--- src/rtl/spi_crc_slave_pkg.sv ---
// Shared widths, frame lengths and FSM type for the SPI+CRC link.
// SPI_CRC_CHECK_EN selects 72-bit frames with CRC-8; otherwise 64-bit frames without CRC.
package spi_crc_pkg;
  localparam int CMD_W  = 8;
  localparam int ADDR_W = 24;
  localparam int DATA_W = 32;
  localparam int CRC_W  = 8;
  localparam int CNT_W  = 7;

`ifdef SPI_CRC_CHECK_EN
  localparam int PAYLOAD_BITS = CMD_W + ADDR_W + DATA_W;
  localparam int FRAME_BITS   = PAYLOAD_BITS + CRC_W;
  localparam int LOOP_BITS    = DATA_W + CRC_W;
`else
  localparam int PAYLOAD_BITS = CMD_W + ADDR_W + DATA_W;
  localparam int FRAME_BITS   = PAYLOAD_BITS;
  localparam int LOOP_BITS    = DATA_W;
`endif

  typedef enum logic [1:0] {
    ST_IDLE,
    ST_SHIFT,
    ST_DONE
  } state_t;

  // One MSB-first CRC-8 step, no reflection.
  function automatic logic [7:0] crc8_step(input logic [7:0] crc, input logic din,
                                           input logic [7:0] poly);
    crc8_step = {crc[6:0], 1'b0} ^ (((crc[7] ^ din) == 1'b1) ? poly : 8'h00);
  endfunction
endpackage

--- src/rtl/spi_crc_slave_if.sv ---
// SPI pins plus decoded receive fields of the SPI+CRC slave.
interface spi_crc_slave_if;
  import spi_crc_pkg::*;

  logic              sclk;
  logic              cs_n;
  logic              mosi;
  logic              miso;
  logic [CMD_W-1:0]  rx_cmd;
  logic [ADDR_W-1:0] rx_addr;
  logic [DATA_W-1:0] rx_data;
  logic              rx_valid;
  logic              crc_ok;
  logic              frame_err;

  modport master (
    output sclk, cs_n, mosi,
    input  miso, rx_cmd, rx_addr, rx_data, rx_valid, crc_ok, frame_err
  );

  modport slave (
    input  sclk, cs_n, mosi,
    output miso, rx_cmd, rx_addr, rx_data, rx_valid, crc_ok, frame_err
  );
endinterface

--- src/rtl/spi_crc_slave_crc8.sv ---
// Bit-serial CRC-8 (MSB first, no reflection, no final XOR), shared with the master side.
// init reloads the seed; en advances one bit; result is registered.
module crc8_serial
  import spi_crc_pkg::*;
#(
  parameter logic [7:0] POLY = 8'h07,
  parameter logic [7:0] INIT = 8'h00
) (
  input  logic       clk,
  input  logic       rst,
  input  logic       init,
  input  logic       en,
  input  logic       din,
  output logic [7:0] crc
);
  logic [7:0] crc_q, crc_d;

  always_comb begin
    crc_d = crc_q;
    if (init) begin
      crc_d = INIT;
    end else if (en) begin
      crc_d = crc8_step(crc_q, din, POLY);
    end
  end

  always_ff @(posedge clk) begin
    if (!rst) begin
      crc_q <= INIT;
    end else begin
      crc_q <= crc_d;
    end
  end

  assign crc = crc_q;
endmodule

--- src/rtl/spi_crc_slave.sv ---
// Oversampled SPI mode-0 slave: captures cmd/addr/data(/CRC) frames, loops back previous data(+CRC) on MISO.
// Pulses appear SYNC_STAGES+2 clk after cs_n rises; SPI_CRC_CHECK_EN enables the CRC-8 byte and check.
module spi_crc_slave
  import spi_crc_pkg::*;
#(
  parameter int         SYNC_STAGES = 2,
  parameter logic [7:0] CRC_POLY    = 8'h07,
  parameter logic [7:0] CRC_INIT    = 8'h00
) (
  input logic            clk,
  input logic            rst,
  spi_crc_slave_if.slave bus
);
  localparam logic [CNT_W-1:0] FRAME_CNT = CNT_W'(FRAME_BITS);
  localparam logic [CNT_W-1:0] CNT_MAX   = '1;
  localparam int               DATA_LSB  = FRAME_BITS - PAYLOAD_BITS;

  logic [SYNC_STAGES-1:0] sclk_sync_q, sclk_sync_d;
  logic [SYNC_STAGES-1:0] cs_sync_q, cs_sync_d;
  logic [SYNC_STAGES-1:0] mosi_sync_q, mosi_sync_d;
  logic                   sclk_prev_q, cs_prev_q;
  logic                   sclk_s, cs_s, mosi_s;
  logic                   sclk_rise, sclk_fall, cs_rise, cs_fall;

  state_t                 state_q, state_d;
  logic [CNT_W-1:0]       cnt_q, cnt_d;
  logic [FRAME_BITS-1:0]  rx_sh_q, rx_sh_d;
  logic [LOOP_BITS-1:0]   miso_sh_q, miso_sh_d;
  logic [CMD_W-1:0]       rx_cmd_q, rx_cmd_d;
  logic [ADDR_W-1:0]      rx_addr_q, rx_addr_d;
  logic [DATA_W-1:0]      rx_data_q, rx_data_d;
  logic [DATA_W-1:0]      loop_data_q, loop_data_d;
  logic                   crc_ok_q, crc_ok_d;
  logic                   rx_valid_q, rx_valid_d;
  logic                   frame_err_q, frame_err_d;
  logic                   miso_q, miso_d;

`ifdef SPI_CRC_CHECK_EN
  localparam logic [CNT_W-1:0] PAYLOAD_CNT = CNT_W'(PAYLOAD_BITS);
  logic [CRC_W-1:0] loop_crc_q, loop_crc_d;
  logic [CRC_W-1:0] crc_calc;
  logic             crc_init, crc_en;

  crc8_serial #(
    .POLY (CRC_POLY),
    .INIT (CRC_INIT)
  ) u_crc (
    .clk  (clk),
    .rst  (rst),
    .init (crc_init),
    .en   (crc_en),
    .din  (mosi_s),
    .crc  (crc_calc)
  );
`endif

  always_comb begin
    sclk_sync_d    = sclk_sync_q << 1;
    sclk_sync_d[0] = bus.sclk;
    cs_sync_d      = cs_sync_q << 1;
    cs_sync_d[0]   = bus.cs_n;
    mosi_sync_d    = mosi_sync_q << 1;
    mosi_sync_d[0] = bus.mosi;
  end

  assign sclk_s    = sclk_sync_q[SYNC_STAGES-1];
  assign cs_s      = cs_sync_q[SYNC_STAGES-1];
  assign mosi_s    = mosi_sync_q[SYNC_STAGES-1];
  assign sclk_rise = sclk_s & ~sclk_prev_q;
  assign sclk_fall = ~sclk_s & sclk_prev_q;
  assign cs_rise   = cs_s & ~cs_prev_q;
  assign cs_fall   = ~cs_s & cs_prev_q;

  always_comb begin
    state_d     = state_q;
    cnt_d       = cnt_q;
    rx_sh_d     = rx_sh_q;
    miso_sh_d   = miso_sh_q;
    rx_cmd_d    = rx_cmd_q;
    rx_addr_d   = rx_addr_q;
    rx_data_d   = rx_data_q;
    loop_data_d = loop_data_q;
    crc_ok_d    = crc_ok_q;
    rx_valid_d  = 1'b0;
    frame_err_d = 1'b0;
`ifdef SPI_CRC_CHECK_EN
    loop_crc_d  = loop_crc_q;
    crc_init    = 1'b0;
    crc_en      = 1'b0;
`endif

    case (state_q)
      ST_IDLE: begin
        if (cs_fall) begin
          state_d = ST_SHIFT;
          cnt_d   = '0;
`ifdef SPI_CRC_CHECK_EN
          crc_init  = 1'b1;
          miso_sh_d = {loop_data_q, loop_crc_q};
`else
          miso_sh_d = loop_data_q;
`endif
        end
      end
      ST_SHIFT: begin
        // The sclk edge of this cycle is taken even if cs_n rises in the same cycle.
        if (sclk_rise) begin
          if (cnt_q < FRAME_CNT) begin
            rx_sh_d = {rx_sh_q[FRAME_BITS-2:0], mosi_s};
          end
          if (cnt_q != CNT_MAX) begin
            cnt_d = cnt_q + 1'b1;
          end
`ifdef SPI_CRC_CHECK_EN
          crc_en = (cnt_q < PAYLOAD_CNT);
`endif
        end
        if (sclk_fall) begin
          miso_sh_d = miso_sh_q << 1;
        end
        if (cs_rise) begin
          state_d = ST_DONE;
        end
      end
      ST_DONE: begin
        state_d = ST_IDLE;
        if (cnt_q == FRAME_CNT) begin
          rx_cmd_d    = rx_sh_q[FRAME_BITS-1 -: CMD_W];
          rx_addr_d   = rx_sh_q[FRAME_BITS-CMD_W-1 -: ADDR_W];
          rx_data_d   = rx_sh_q[DATA_LSB +: DATA_W];
          loop_data_d = rx_sh_q[DATA_LSB +: DATA_W];
          rx_valid_d  = 1'b1;
`ifdef SPI_CRC_CHECK_EN
          crc_ok_d    = (crc_calc == rx_sh_q[CRC_W-1:0]);
          loop_crc_d  = rx_sh_q[CRC_W-1:0];
`else
          crc_ok_d    = 1'b1;
`endif
        end else begin
          frame_err_d = 1'b1;
        end
      end
      default: state_d = ST_IDLE;
    endcase

    miso_d = (state_d == ST_SHIFT) ? miso_sh_d[LOOP_BITS-1] : 1'b0;
  end

  always_ff @(posedge clk) begin
    if (!rst) begin
      sclk_sync_q <= '0;
      // cs_n chain resets low so a cs_n still held low after reset is not seen as a new falling edge.
      cs_sync_q   <= '0;
      mosi_sync_q <= '0;
      sclk_prev_q <= 1'b0;
      cs_prev_q   <= 1'b0;
      state_q     <= ST_IDLE;
      cnt_q       <= '0;
      rx_sh_q     <= '0;
      miso_sh_q   <= '0;
      rx_cmd_q    <= '0;
      rx_addr_q   <= '0;
      rx_data_q   <= '0;
      loop_data_q <= '0;
      crc_ok_q    <= 1'b0;
      rx_valid_q  <= 1'b0;
      frame_err_q <= 1'b0;
      miso_q      <= 1'b0;
`ifdef SPI_CRC_CHECK_EN
      loop_crc_q  <= '0;
`endif
    end else begin
      sclk_sync_q <= sclk_sync_d;
      cs_sync_q   <= cs_sync_d;
      mosi_sync_q <= mosi_sync_d;
      sclk_prev_q <= sclk_s;
      cs_prev_q   <= cs_s;
      state_q     <= state_d;
      cnt_q       <= cnt_d;
      rx_sh_q     <= rx_sh_d;
      miso_sh_q   <= miso_sh_d;
      rx_cmd_q    <= rx_cmd_d;
      rx_addr_q   <= rx_addr_d;
      rx_data_q   <= rx_data_d;
      loop_data_q <= loop_data_d;
      crc_ok_q    <= crc_ok_d;
      rx_valid_q  <= rx_valid_d;
      frame_err_q <= frame_err_d;
      miso_q      <= miso_d;
`ifdef SPI_CRC_CHECK_EN
      loop_crc_q  <= loop_crc_d;
`endif
    end
  end

  assign bus.miso      = miso_q;
  assign bus.rx_cmd    = rx_cmd_q;
  assign bus.rx_addr   = rx_addr_q;
  assign bus.rx_data   = rx_data_q;
  assign bus.rx_valid  = rx_valid_q;
  assign bus.crc_ok    = crc_ok_q;
  assign bus.frame_err = frame_err_q;
endmodule

--- src/flat_wrapper.sv ---
// flat-port wrapper written by rule: the top's interface ports become plain ports
module spi_crc_slave_flat import spi_crc_pkg::*;
#(
  parameter int         SYNC_STAGES = 2,
  parameter logic [7:0] CRC_POLY    = 8'h07,
  parameter logic [7:0] CRC_INIT    = 8'h00
)
  (clk, rst, bus_sclk, bus_cs_n, bus_mosi, bus_miso, bus_rx_cmd, bus_rx_addr, bus_rx_data, bus_rx_valid, bus_crc_ok, bus_frame_err);
  spi_crc_slave_if bus_i ();
  input logic clk;
  input logic rst;
  input wire logic [$bits(bus_i.sclk)-1:0] bus_sclk;
  input wire logic [$bits(bus_i.cs_n)-1:0] bus_cs_n;
  input wire logic [$bits(bus_i.mosi)-1:0] bus_mosi;
  output wire logic [$bits(bus_i.miso)-1:0] bus_miso;
  output wire logic [$bits(bus_i.rx_cmd)-1:0] bus_rx_cmd;
  output wire logic [$bits(bus_i.rx_addr)-1:0] bus_rx_addr;
  output wire logic [$bits(bus_i.rx_data)-1:0] bus_rx_data;
  output wire logic [$bits(bus_i.rx_valid)-1:0] bus_rx_valid;
  output wire logic [$bits(bus_i.crc_ok)-1:0] bus_crc_ok;
  output wire logic [$bits(bus_i.frame_err)-1:0] bus_frame_err;
  assign bus_i.sclk = bus_sclk;
  assign bus_i.cs_n = bus_cs_n;
  assign bus_i.mosi = bus_mosi;
  assign bus_miso = bus_i.miso;
  assign bus_rx_cmd = bus_i.rx_cmd;
  assign bus_rx_addr = bus_i.rx_addr;
  assign bus_rx_data = bus_i.rx_data;
  assign bus_rx_valid = bus_i.rx_valid;
  assign bus_crc_ok = bus_i.crc_ok;
  assign bus_frame_err = bus_i.frame_err;
  spi_crc_slave #(.SYNC_STAGES(SYNC_STAGES), .CRC_POLY(CRC_POLY), .CRC_INIT(CRC_INIT)) u_core (.clk(clk), .rst(rst), .bus(bus_i));
endmodule
--- config.mk ---
export PLATFORM = sky130hd
export DESIGN_NAME = spi_crc_slave_flat
export DESIGN_NICKNAME = d
export VERILOG_FILES = /design/src/rtl/spi_crc_slave_pkg.sv /design/src/rtl/spi_crc_slave_if.sv /design/src/rtl/spi_crc_slave_crc8.sv /design/src/rtl/spi_crc_slave.sv /design/src/flat_wrapper.sv
export SDC_FILE = /design/constraint.sdc
export NUM_CORES = 1
export LEC_CHECK = 0
export BUFFER_PORTS_ARGS = -buffer_cell sky130_fd_sc_hd__buf_2
export CAP_MARGIN = 25
export CORE_MARGIN = 1.5
export CORE_UTILIZATION = 44
export DETAILED_ROUTE_END_ITERATION = 8
export GPL_TIMING_DRIVEN = 0
export HOLD_SLACK_MARGIN = 0.1
export SETUP_SLACK_MARGIN = 0.02
export SYNTH_ARGS = -nofsm -noshare
export SYNTH_HDL_FRONTEND = slang
export SYNTH_HIERARCHICAL = 1
export SYNTH_SLANG_ARGS = --single-unit
export TNS_END_PERCENT = 5
--- constraint.sdc ---
create_clock -name clk -period 3 [get_ports clk]
set_input_delay 0.15 -clock clk [delete_from_list [all_inputs] [get_ports clk]]
set_output_delay 0.15 -clock clk [all_outputs]
set_load 0.03 [all_outputs]
# --- Word-level counts from Yosys, hierarchy flattened ---
# Cells that the tools add are included.
totals:
  reg_bits: 181
  latch_bits: 0
  ramBits: 0
  rom_bits: 0
  memories: 0
op_classes:
  addsub: 1
  multipliers: 0
  div: 0
  magnitude_cmp: 1
  eq_ne: 9
  n_shift: 0
  muxes: 12
  bitwise: 8
  reduce_logical: 8
op_table:
  columns: ["operator", "count"]
  rows:
  - ["$mux 32", 2]
  - ["$pmux 32 s2", 1]
  - ["$mux 7", 3]
  - ["$pmux 7 s2", 1]
  - ["$ne 2x1->1 const B", 4]
  - ["$add 7x1->7 const B", 1]
  - ["$eq 7x7->1 const B", 1]
  - ["$lt 7x7->1 const B", 1]
  - ["$ne 7x7->1 const B", 1]
  - ["$reduce_and 2->1", 3]
  - ["$reduce_and 3->1", 2]
  - ["$and 1x1->1", 4]
  - ["$eq 2x1->1 const B", 2]
  - ["$mux 2", 2]
  - ["$not 1->1", 4]
  - ["$pmux 2 s2", 1]
  - ["$reduce_and 4->1", 1]
  - ["$eq 2x2->1 const B", 1]
  - ["$logic_not 2->1", 1]
  - ["$mux 1", 2]
  - ["$reduce_bool 2->1", 1]

# --- Logic depth before layout (Yosys ltp) ---
# Gate-level depths: netlist (run 1).
depth:
  depth_word: 6
  mapped_depth: 8

# --- Least setup slack after synthesis (run 1) ---
# Ideal clock, no wire load.
synth_timing:
  path_kind: "register to register"
  start: "reg u_core.cnt_q[0]"
  end: "reg u_core.loop_data_q[10]"
  setup_ps: 76
  arrival_time_ps: 1329
  t_required_ps: 2924
  slack_ps: 1596
  path_stages_with_launch: 8
  n_path_buf: 1
  cell_sequence: "dfxtp_1 > inv_1 > ha_1 > nor2b_1 > nand3_2 > clkbuf_1 > nand2_1 > a21boi_0"
synth_between:
  elab_chain_len: 2
synth_lines:
  columns: ["element", "line_no", "rtl"]
  rows:
  - ["from (decl)", "spi_crc_slave.sv:26", "logic [CNT_W-1:0] cnt_q, cnt_d;"]
  - ["from (signal assigned)", "spi_crc_slave.sv:179", "cnt_q <= cnt_d;"]
  - ["$eq 7x7->1", "spi_crc_slave.sv:127", "if (cnt_q == FRAME_CNT) begin"]
  - ["$reduce_and 2->1 (no line)", null, null]
  - ["to (signal assigned)", "spi_crc_slave.sv:185", "loop_data_q <= loop_data_d;"]
  - ["to (decl)", "spi_crc_slave.sv:32", "logic [DATA_W-1:0] loop_data_q, loop_data_d;"]
# Every way passes these cells.
# A chain may end at the register's enable or synchronous reset.

# --- Worst setup path after layout (run 1) ---
layout_timing:
  start: "reg u_core.cnt_q[0]"
  end: "reg u_core.loop_data_q[21]"
# Same word-level chain as after synthesis.

==> impl_metrics.json, run 1 <==
{
  "slew_viol_final": 0,
  "crit_path_start_kind": "flip-flop",
  "power_frac_clock": 0.471,
  "drv_cap": 0,
  "synthMuxAreaShare": 0.001446,
  "die_width_um": 128.4,
  "clkTransAtPathRegs_ns": 0.06,
  "critPathRequiredTime_ns": 3.35,
  "p_int_w": 0.003798,
  "htree_levels": 4,
  "start_util": 0.4536,
  "synth_top_family_by_area": "compound AO/OA/AOI/OAI gates",
  "core-area_um2": 15260,
  "antenna_cells": 0,
  "synth_top_area_share": 0.5235,
  "die_area_um2": 16490,
  "end_kind": "flip-flop",
  "grt_start_max_net_pins": 17,
  "crit_end": "u_core/loop_data_q[21]$_SDFFE_PN0P_",
  "place.gp.congestion": 0.7648,
  "synthTopCellsByCount": "292 x nand2_1, 181 x dfxtp_1, 108 x a21boi_0",
  "status": "finished, final reports clean",
  "synth-compound-area-share": 0.2236,
  "synth_xor_area_frac": 0,
  "powerDensity_nw_per_um2": 580.7,
  "combPwrFrac": 0.021,
  "p_sw_frac": 0.1994,
  "grt_pass1_vias": 5292,
  "numCtsBuffers": 17,
  "p_seq_frac": 0.509,
  "synthSimpleGateAreaFrac": 0.1979,
  "finalCriticalPeriod_ns": 1.841,
  "fin_nets": 881,
  "drc": 0,
  "ios": 73,
  "yosys_warnings": 6,
  "synth_edf_count": 0,
  "globalRoute.totalOverflow": 0,
  "syn_nets": 787,
  "cts_sinks": 181,
  "setup_viol": 0,
  "finalPower_w": 0.004743,
  "netlist_area_um2": 6922,
  "synth_top_cell_by_area": "dfxtp_1",
  "p_leak_nw": 2.927,
  "synth_top_flop_cell": "dfxtp_1",
  "antenna_found_initial": 0,
  "cpMaxStageDelayCell": "clkbuf_1",
  "viasPerCell": 4.964,
  "reg2reg_to": "u_core/loop_data_q[21]$_SDFFE_PN0P_",
  "synthArstFlopShare": 0,
  "rr_startpoint": "u_core/cnt_q[0]$_SDFFE_PN0P_",
  "area_growth_pct": 18.00,
  "tightest_slew_ns": 0.6757,
  "grt_pass1_wl_mm": 25.59,
  "cts-root-buf": "clkbuf_16",
  "via_count": 5445,
  "dp_hpwl_mm": 10.80,
  "reg2reg_setup_slack_ns": 1.16,
  "yosys.cell_types.count": 37,
  "arrival_ns": 2.19,
  "dr.first_iter.drc_count": 259,
  "ir_drop_mv": 0.3847,
  "max_stage_delay_ns": 0.44,
  "synth.avg_cell_area_um2": 8.874,
  "drtAntennaViolNets": 0,
  "totalWireLength_mm": 14.92,
  "post_synth_fa_ha_maj_area_fraction": 0.003615,
  "max_freq_ghz": 0.5433,
  "fin_crit_sh": 0.6136,
  "critPathLaunch": "u_core/cnt_q[0]$_SDFFE_PN0P_",
  "critPathKind": "flip-flop to flip-flop",
  "fin_ws_ns": 1.159,
  "power_switching_w": 0.0009456,
  "crit_fanout": 10,
  "final_hold_viol_count": 0,
  "std_cell_rows": 45,
  "ys_ff_latch": 181,
  "cts_tree": "built",
  "track_usage": 0.1952,
  "port_buffers": 72,
  "path_cells": "inv_1 -> ha_1 -> nor2b_1 -> nand3_2 -> clkbuf_1 -> nand2_1 -> a21boi_0",
  "synth_area_leaders": "dfxtp_1 52%, nand2_1 16%, a21boi_0 12%, a21boi_1 5.5%, a22oi_1 3.5%",
  "hold_class": "input pin to flip-flop",
  "clockBufferDepth": 2,
  "rr_worst_depth": 7,
  "skew_ns": 0.005944,
  "layout-drive-gt1-share": 0.1512,
  "die_h_um": 128.4,
  "ys_seq_area_frac": 0.5235,
  "setup_tns_ns": 0,
  "wl_per_cell_um": 13.60,
  "rsz0062_at_grt": "false",
  "clkLatencyLatePin_ns": 0.42,
  "dp_worst_setup_slack_ns": 1.144,
  "relSlewSlack": 0.5495,
  "dr.pass1.iters": 4,
  "syn_inst": 780,
  "synth.most_common_cell": "nand2_1"
}
-- kinds of logic (layout without fill, tap and decap cells) --
logic type | Yosys count | count (layout)
AND/OR/NAND/NOR | 328 | 328
adder cells (fa/ha/maj) | 2 | 2
flip-flops | 181 | 181
buffers and inverters | 61 | 167
AO/OA/AOI/OAI | 207 | 207
multiplexers | 1 | 1
-- final cells by class --
type | instances | area (um2)
clock inverters | 9 | 127.6
well taps | 211 | 264.0
repair buffers | 75 | 390.4
flip-flops and latches | 181 | 3623
clock buffers | 22 | 464.2
multi-input cells | 538 | 2953
fillers | 1474 | 7091
plain buffers | 57 | 330.3
inverters | 4 | 15.01
-- state kept, by name, indices dropped and copies added, names as in the netlist --
name / flops
u_core/mosi_sync_q: 2
u_core/cs_sync_q: 2
u_core/cnt_q: 7
u_core/miso_sh_q: 32
u_core/state_q: 2
u_core/bus.crc_ok: 1
u_core/cs_prev_q: 1
u_core/bus.rx_valid: 1
u_core/bus.rx_cmd: 8
u_core/bus.miso: 1
u_core/bus.frame_err: 1
u_core/rx_sh_q: 64
u_core/loop_data_q: 32
u_core/bus.rx_addr: 24
u_core/sclk_prev_q: 1
u_core/sclk_sync_q: 2
-- layer usage --
layer  wire length [um]  GRT usage  vias up
met2               7141     0.3289       77
met4                252    0.07601        0
met5                  0          0        -
met1               6995     0.2458     2571
met3                531    0.04158       20
li1                   -          -     2777
-- metrics by stage --
stage	std cells	instance area, um2	utilization	hold slack [ns]
floorplan	780	6922	-	0.2773
global placement	1063	7546	0.4945	0.3813
detailed placement	1063	7546	0.4945	0.3729
CTS	1097	8168	0.5353	0.2635
global route	1097	8168	0.5353	0.2860
finish	1097	8168	0.5353	0.2703
-- how the worst min path moves through the flow --
stage | end | startpoint | cells after the start | slack (ns)
after floorplan | u_core/cs_sync_q[0]$_SDFF_PN0_ | bus_cs_n | 1 | 0.28
after global placement | u_core/mosi_sync_q[0]$_SDFF_PN0_ | bus_mosi | 2 | 0.38
after CTS | u_core/rx_sh_q[7]$_SDFFE_PN0P_ | rst | 3 | 0.26
after detailed placement | u_core/mosi_sync_q[0]$_SDFF_PN0_ | bus_mosi | 2 | 0.37
final | u_core/rx_sh_q[11]$_SDFFE_PN0P_ | rst | 3 | 0.27
after global routing | u_core/rx_sh_q[11]$_SDFFE_PN0P_ | rst | 3 | 0.29
-- worst max-delay path: cells and delay by family, from the launching register on --
kind,cells,cell delay (ns)
AOI/OAI and AO/OA,1,0.16
adders and majority gates,1,0.19
buffers and inverters,2,0.52
DFF,1,0.36
and+or+nand+nor,3,0.55
-- power groups by stage --
| stage | Sequential [W] | Clock, W | Combinational (W) |
|---|---|---|---|
| after floorplan | 0.00247 | 0 | 0.0000674 |
| after global placement | 0.00247 | 0 | 0.0000951 |
| after detailed placement | 0.00247 | 0 | 0.0000972 |
| after CTS | 0.00241 | 0.00228 | 0.000100 |
| after global routing | 0.00241 | 0.00238 | 0.000108 |
| final | 0.00241 | 0.00223 | 0.0000980 |
-- cells in the final DEF, fill, tap and decap left out, types with 4 or more instances in the layout --
cell and n:
nand2_1 292, dfxtp_1 181, a21boi_0 108, buf_2 87
a21boi_1 51, a22oi_1 32, clkbuf_1 31, clkbuf_16 17
and2_1 13, buf_6 10, inv_1 4, nor2_1 4
-- timing repair --
action / CTS / global route
hold buffers: 3 / 0
resized for setup: 0 / 0
endpoints found under the hold margin: 3 / 0
setup buffers: 0 / 0
No activity file was read; power rests on OpenSTA's default activity.
==> run 2, diff against run 1 <==
==> constraint.sdc (replaced) <==
create_clock -name clk -period 1.56 [get_ports clk]
set_input_delay 0.078 -clock clk [delete_from_list [all_inputs] [get_ports clk]]
set_output_delay 0.078 -clock clk [all_outputs]
set_load 0.03 [all_outputs]
==> run 2 against run 1 <==
  * Sequential power up 93%
  * Die area unchanged
  * Clock power up 93%
  * Highest routed layer unchanged
  * Sequential share of layout area down 1.4 points
==> impl_metrics.json, run 2 (synthesis results as in run 1) <==
{
  "start_util": 0.4536,
  "globalRoute.totalOverflow": 0,
  "viasPerCell": 5.036,
  "crit_fanout": 10,
  "cts_tree": "built",
  "grt_pass1_wl_mm": 25.83,
  "end_kind": "flip-flop",
  "core-area_um2": 15260,
  "clkLatencyLatePin_ns": 0.42,
  "status": "finished, final reports clean",
  "critPathKind": "flip-flop to flip-flop",
  "largest_register": "u_core/rx_sh_q",
  "clockBufferDepth": 2,
  "wl_per_cell_um": 13.78,
  "port_buffers": 72,
  "critPathRequiredTime_ns": 1.87,
  "numCtsBuffers": 17,
  "fin_crit_sh": 0.9659,
  "fin_nets": 891,
  "finalPower_w": 0.009141,
  "drc": 0,
  "fin_ws_ns": 0.05321,
  "largest_reg_flops": 64,
  "hold_class": "input pin to flip-flop",
  "slew_viol_final": 0,
  "grt_pass1_vias": 5337,
  "drtAntennaViolNets": 0,
  "finalCriticalPeriod_ns": 1.507,
  "area_growth_pct": 22.29,
  "totalWireLength_mm": 15.25,
  "path_cells": "nor4b_4 -> buf_4 -> nand3_4 -> buf_4 -> buf_4 -> nand2_1 -> a21boi_2",
  "ir_drop_mv": 0.7869,
  "setup_viol": 0,
  "max_stage_delay_ns": 0.35,
  "clkTransAtPathRegs_ns": 0.06,
  "die_width_um": 128.4,
  "dp_cells": 1063,
  "cts-root-buf": "clkbuf_16",
  "dp_worst_setup_slack_ns": -0.2958,
  "skew_ns": 0.005304,
  "final_common_cell": "nand2_1",
  "layout-drive-gt1-share": 0.1942,
  "dp_hpwl_mm": 10.80,
  "setup_tns_ns": 0,
  "rsz0062_at_grt": "true",
  "ios": 73,
  "dr.first_iter.drc_count": 264,
  "final_hold_viol_count": 0,
  "crit_path_start_kind": "flip-flop",
  "htree_levels": 4,
  "finalNonFillerCells": 1107,
  "p_leak_nw": 3.076,
  "max_freq_ghz": 0.6637,
  "crit_top_cell": "buf_4",
  "cpMaxStageDelayCell": "dfxtp_2",
  "place_area_um2": 7546,
  "relSlewSlack": 0.5352,
  "std_cell_rows": 45,
  "place.gp.congestion": 0.7648,
  "antenna_cells": 0,
  "cts_sinks": 181,
  "fin_area_um2": 8464,
  "grt_start_max_net_pins": 17,
  "track_usage": 0.1965,
  "largestRegisters": "u_core/rx_sh_q (64), u_core/loop_data_q (32), u_core/miso_sh_q (32)",
  "powerDensity_nw_per_um2": 1080,
  "die_area_um2": 16490,
  "die_h_um": 128.4,
  "drv_cap": 0,
  "tightest_slew_ns": 0.6972,
  "antenna_found_initial": 0,
  "via_count": 5575,
  "dr.pass1.iters": 4,
  "final_cell_mix": "291 x nand2_1, 173 x dfxtp_1, 80 x a21boi_0",
  "arrival_ns": 1.82
}
run 2: cell types whose count changed in the layout (fill, tap and decap cells not counted), sizes merged:
cell and delta:
buf +12, clkbuf -2
run 2: through the flow:
step	util	hold WS, ns
2_1_floorplan	-	0.2053
3_3_place_gp	0.4945	0.3093
3_5_place_dp	0.4945	0.3009
4_1_cts	0.5455	0.1915
5_1_grt	0.5547	0.2140
6_report	0.5547	0.2008
run 2: cell type report:
| type | instances | area, um2 |
|---|---|---|
| buffer | 55 | 436.7 |
| clock inverter | 9 | 127.6 |
| fill | 1429 | 6794 |
| sequential | 181 | 3636 |
| tap | 211 | 264.0 |
| multi-input combinational | 538 | 3019 |
| timing repair buffer | 87 | 501.7 |
| inverter | 4 | 15.01 |
| clock buffer | 22 | 464.2 |
run 2: what timing repair did:
item,in CTS,in global routing
resized for setup,36,73
hold endpoints to repair,3,0
pin swaps,5,5
setup endpoints to repair,156,148
cloned,0,1
setup buffers,9,2
hold buffers,3,0
run 2: final timing paths:
| kind | to | slack, ns | startpoint | cells after the start |
|---|---|---|---|---|
| min reg2reg | u_core/sclk_sync_q[1]$_SDFF_PN0_ | 0.44 | u_core/sclk_sync_q[0]$_SDFF_PN0_ | 1 |
| max | u_core/bus.rx_addr[2]$_SDFFE_PN0P_ | 0.05 | u_core/cnt_q[5]$_SDFFE_PN0P_ | 7 |
| min | u_core/rx_sh_q[11]$_SDFFE_PN0P_ | 0.20 | rst | 3 |
| max reg2reg | u_core/bus.rx_addr[2]$_SDFFE_PN0P_ | 0.05 | u_core/cnt_q[5]$_SDFFE_PN0P_ | 7 |
run 2: worst max-delay path, delay by kind of cell (launching register included):
family / cells / cell delay (ns)
and+or+nand+nor: 3 / 0.46
DFF: 1 / 0.35
AOI/OAI and AO/OA: 1 / 0.06
buffers and inverters: 3 / 0.51
run 2: where the power goes:
| part | internal [W] | switching, W |
|---|---|---|
| registers | 0.00463 | 0.00000829 |
| clock network | 0.00259 | 0.00171 |
| logic | 0.0000959 | 0.000109 |
run 2: metal layers:
| layer | track usage | share of wire | vias up |
|---|---|---|---|
| met4 | 0.07601 | 0.016 | 0 |
| li1 | - | - | 2796 |
| met3 | 0.04158 | 0.035 | 18 |
| met2 | 0.3302 | 0.48 | 83 |
| met5 | 0 | 0 | - |
| met1 | 0.2487 | 0.47 | 2678 |
